File: config.mk
export PLATFORM = sky130hd
export DESIGN_NAME = demux_1to8_sched
export DESIGN_NICKNAME = d
export VERILOG_FILES = /design/src/rtl/demux_1to8_sched.sv
export SDC_FILE = /design/constraint.sdc
export NUM_CORES = 1
export LEC_CHECK = 0
export CORE_MARGIN = 5
export CORE_UTILIZATION = 45
export CTS_BUF_LIST = sky130_fd_sc_hd__clkbuf_4 sky130_fd_sc_hd__clkbuf_8
export CTS_CLUSTER_SIZE = 16
export DETAILED_ROUTE_END_ITERATION = 8
export DONT_BUFFER_PORTS = 1
export SLEW_MARGIN = 20
export SYNTH_ARGS = -nofsm -noshare
export SYNTH_HDL_FRONTEND = slang
export SYNTH_SLANG_ARGS = --single-unit
File: constraint.sdc
create_clock -name clk -period 2.3 [get_ports clk]
set_clock_uncertainty 0.2 [all_clocks]
set_input_delay 0.46 -clock clk [delete_from_list [all_inputs] [get_ports clk]]
set_output_delay 0.46 -clock clk [all_outputs]
set_load 0.005 [all_outputs]
File: src/rtl/demux_1to8_sched.sv
// Sequencing controller for a 1:8 demultiplexer: one-entry output register, addressed or round-robin routing.
// Optional HOLD timeout with discard is built when DEMUX_TIMEOUT_EN is defined.
module demux_1to8_sched #(
    parameter int DW        = 8,
    parameter int TO_CYCLES = 16
) (
    input  logic          clk,
    input  logic          rst,
    input  logic          in_valid,
    output logic          in_ready,
    input  logic [DW-1:0] in_data,
    input  logic [2:0]    in_sel,
    input  logic          auto_en,
    output logic [7:0]    out_valid,
    input  logic [7:0]    out_ready,
    output logic [DW-1:0] out_data,
    output logic [2:0]    cur_sel,
    output logic          busy,
    output logic          drop
);

    typedef enum logic {
        IDLE = 1'b0,
        HOLD = 1'b1
    } state_t;

    state_t        r_state;
    logic [DW-1:0] r_data;
    logic [2:0]    r_held_sel;
    logic [2:0]    r_rr_ptr;
    logic [7:0]    r_out_valid;

    logic          w_hs;
    logic          w_load;
    logic [2:0]    w_sel;

    // Ready passes straight through from the held channel so back-to-back words see no bubble.
    assign w_hs      = (r_state == HOLD) && out_ready[r_held_sel];
    assign in_ready  = (r_state == IDLE) || w_hs;
    assign w_load    = in_valid && in_ready;
    assign w_sel     = auto_en ? r_rr_ptr : in_sel;

    assign out_valid = r_out_valid;
    assign out_data  = r_data;
    assign busy      = (r_state == HOLD);
    assign cur_sel   = (r_state == HOLD) ? r_held_sel : r_rr_ptr;

`ifdef DEMUX_TIMEOUT_EN
    localparam int CW = (TO_CYCLES > 2) ? $clog2(TO_CYCLES) : 1;

    logic [CW-1:0] r_to_cnt;
    logic          r_drop;
    logic          w_expire;

    // The limit is reached on the TO_CYCLES-th consecutive stalled cycle; a handshake that cycle wins.
    assign w_expire = (r_state == HOLD) && !w_hs && (r_to_cnt == CW'(TO_CYCLES - 1));
    assign drop     = r_drop;

    always_ff @(posedge clk or posedge rst) begin
        if (rst) begin
            r_state     <= IDLE;
            r_data      <= '0;
            r_held_sel  <= 3'd0;
            r_rr_ptr    <= 3'd0;
            r_out_valid <= 8'h00;
            r_to_cnt    <= '0;
            r_drop      <= 1'b0;
        end else begin
            r_drop <= 1'b0;
            if (w_load) begin
                r_state     <= HOLD;
                r_data      <= in_data;
                r_held_sel  <= w_sel;
                r_out_valid <= 8'h01 << w_sel;
                r_to_cnt    <= '0;
                if (auto_en) begin
                    r_rr_ptr <= r_rr_ptr + 3'd1;
                end
            end else if (w_hs) begin
                r_state     <= IDLE;
                r_out_valid <= 8'h00;
                r_to_cnt    <= '0;
            end else if (w_expire) begin
                r_state     <= IDLE;
                r_out_valid <= 8'h00;
                r_to_cnt    <= '0;
                r_drop      <= 1'b1;
            end else if (r_state == HOLD) begin
                r_to_cnt <= r_to_cnt + CW'(1);
            end
        end
    end
`else
    assign drop = 1'b0;

    always_ff @(posedge clk or posedge rst) begin
        if (rst) begin
            r_state     <= IDLE;
            r_data      <= '0;
            r_held_sel  <= 3'd0;
            r_rr_ptr    <= 3'd0;
            r_out_valid <= 8'h00;
        end else begin
            if (w_load) begin
                r_state     <= HOLD;
                r_data      <= in_data;
                r_held_sel  <= w_sel;
                r_out_valid <= 8'h01 << w_sel;
                if (auto_en) begin
                    r_rr_ptr <= r_rr_ptr + 3'd1;
                end
            end else if (w_hs) begin
                r_state     <= IDLE;
                r_out_valid <= 8'h00;
            end
        end
    end
`endif

endmodule

==> reports/metrics.csv <==
stage,metric,value,unit
outcome,outcome,"finished, final reports clean",
finish,final cell count without fillers,126,
global_route,grt total ovfl,0,
clock_network,Max Root-Sink Buffers,2,
die,Boundary Pins,45,
die,Core ar.,2430,um2
detailed_routing,Initial DRT Pass Iterations,4,
clock_network,register clock-pin slew on the reported worst setup and hold paths,120,ps
synthesis,main combinational cell family by area after synthesis,multiplexers,
sta,RSZ-0062 raised after global routing,true,
hold_path,Hold Path Class,in -> reg,
critical_path,number of buffers and inverters on the critical path,0,
clock_network,CTS H-tree lvls,1,
clock_network,Root Driver,clkbuf_4,
placement,placed cells,118,
placement,gpl congestion,0.721,
detailed_routing,Wirelength per Cell,18.8,um
synthesis,Mapped Area,1130,um2
global_route,Total Routing Usage GR,14.3,%
die,Initial Utilization,46.6,%
synthesis,Yosys top cell by area,dfrtp_1,
synthesis,Synth cell types,28,
sta,Final Max Tran Viols,0,
sta,Final min period,2290,ps
detailed_routing,total number of vias,757,
pwr,maximum VDD drop,840,uV
synthesis,Most used DFF post-synth,dfrtp_1,
critical_path,worst stage delay on the critical path,540,ps
clock_network,clk_lat worst skew,300,ps
sta,Slew headroom,56.9,%
placement,DP Wirelength,1.78,mm
global_route,initial antenna violation count,0,
synthesis,Seq cells post-synth,23,
clock_network,CTS tree,yes,
synthesis,synth top area cells,"dfrtp_1, mux2_2, a32o_1, mux2i_1, buf_6",
synthesis,Synth Area per Inst,12.9,um2
detailed_routing,Total Wirelength,2.37,mm
synthesis,"top cells by count, synth","dfrtp_1, a32o_1, mux2_2",
die,Site Rows,18,
pwr,Pleak,0.546,nW
finish,P&R area growth vs syn,9.28,%
critical_path,Worst Path Max Fanout,2,
detailed_routing,initial drt markers,13,
synthesis,top-area cell type share of the netlist area,50.8,%
synthesis,cell count after synthesis,88,
sta,Setup-failing EPs final,0,
synthesis,Post-synth EDFFs,0,
sta,WHS,40.6,ps
synthesis,xor/xnor share of the synthesized area,1.55,%
synthesis,Async SR Flop Fraction,100,%
global_route,largest net degree at the start of global routing,24,
detailed_routing,antenna-violating nets left,0,
sta,Fin. Hold Viols,0,
die,die height,60.2,um
critical_path,CP Class,reg -> out,
sta,Highest Clock Rate,0.436,GHz
sta,Slew @ Worst Pin,647,ps
synthesis,Mapped Nets,112,
critical_path,"Slowest-stage cell, CP",mux4_2,
job,Max-cap violations,0,
critical_path,crit start category,flip-flop,
synthesis,Post-Synth Simple-Gate Area,5.41,%
synthesis,post-synthesis compound-gate area fraction,17.0,%
critical_path,"Req. time, crit path",1640,ps
global_route,vias in the first global route,812,
detailed_routing,DR DRC count,0,
global_route,first-pass GRT wire length,3.84,mm
die,die area,3620,um2
clock_network,Clock Sinks,23,
synthesis,Post-Synth Adder-Cell Area,1.10,%
finish,Layout Nets,121,
synthesis,"count leader, synth",dfrtp_1,
sta,Tcrit/Tclk final,99.7,%
synthesis,mux cell area share after synthesis,17.8,%
synthesis,Ys Warns,0,
synthesis,register area share after synthesis,50.8,%
pwr,PwrDens,1380,nW/um2
critical_path,WP data arrival,1630,ps
critical_path,worst path cell trace,mux4_2 -> and2_4 -> or2_4,
pwr,"Power, Total",1.71,mW
clock_network,cts bufs inserted,3,
finish,share of cells above drive strength 1,32.3,%
placement,I/O Buffers,0,
detailed_routing,Via density,6.01,
critical_path,Crit path max-delay family,multiplexers,
critical_path,critical path endpoint category,output pin,
finish,n_diodes,0,
die,Die Wd,60.2,um
==> registers in the layout, summed over array words and instances (netlist names) <==
| name | flops |
|---|---|
| r_held_sel | 3 |
| busy | 1 |
| out_data | 8 |
| out_valid | 8 |
| r_rr_ptr | 3 |
==> power by group <==
part           switching (mW)  internal [mW]
Combinational           0.333          0.426
Sequential              0.176          0.584
Clock                   0.114         0.0793
Total                   0.622           1.09
==> layout by cell type (no fill, tap or decap) <==
master,netlist,layout
dfrtp_1,23,23
a32o_1,12,12
mux2_2,11,11
buf_4,1,7
inv_1,5,5
clkbuf_4,0,4
mux2i_1,4,3
nand2_1,3,3
o21ai_0,3,3
nand2b_1,2,2
or2_2,3,2
xnor2_1,2,2
a21oi_1,2,2
mux2i_2,0,1
o221ai_2,0,1
mux4_2,1,1
and2_4,1,1
o21a_1,1,1
nor2_1,1,1
o22ai_1,1,1
o211a_1,1,1
nor2b_1,1,1
mux2_4,1,1
or2_4,0,1
o2111ai_1,1,1
a31oi_1,1,1
ha_1,1,1
conb_1,1,1
dlygate4sd3_1,0,1
buf_6,2,1
==> final timing paths <==
kind | endpoint | depth (start not counted) | slack [ps] | from
worst max-delay path | in_ready | 3 | 7 | r_held_sel[0]
worst min-delay path | r_held_sel[2] | 1 | 40 | in_valid
worst max register to register | out_valid[7] | 5 | 100 | r_held_sel[0]
worst min register to register | out_valid[4] | 1 | 340 | out_valid[4]
max in group asynchronous | out_valid[7] | 3 | 1240 | rst
min in group asynchronous | out_data[1] | 3 | 440 | rst
==> metal layers <==
layer	GRT usage, %	vias up	wire [um]
met5	0	-	0
met2	23.3	29	1180
li1	-	348	-
met3	4.54	2	240
met1	17.5	378	937
met4	5.70	0	15
==> cell type report <==
type	instances	area [um2]
clock buffer	4	30.0
fill	231	1190
inverter	5	18.8
timing repair buffer	9	73.8
multi-input combinational	55	502
tap	30	37.5
sequential	23	576
==> per-stage QoR <==
| stage | TNS, ps | worst slack, ps | util [%] | cell area, um2 |
|---|---|---|---|---|
| 6_report | 0 | 6.77 | 50.9 | 1240 |
| 2_1_floorplan | 0 | 170 | - | 1130 |
| 4_1_cts | -1.15 | -1.15 | 50.5 | 1230 |
| 3_3_place_gp | 0 | 222 | 47.6 | 1160 |
| 3_5_place_dp | 0 | 198 | 47.6 | 1160 |
| 5_1_grt | -48.9 | -48.9 | 50.9 | 1240 |
==> kinds of logic (layout without fill, tap and decap cells) <==
logic type      after synthesis  in the layout
fa+ha+maj                     1              1
buf+inv                      10             18
mux                          17             17
flops                        23             23
other cells                   1              1
compound gates               23             23
xor+xnor                      2              2
simple gates                 11             11
==> timing repair <==
item,in CTS,in global routing
endpoints found under the hold margin,23,0
gates resized for setup,2,2
buffers inserted,3,0
hold buffers,1,0
endpoints found under the setup margin,1,9
pin swaps,2,1
Note: power is estimated with default switching activity, not from simulation.
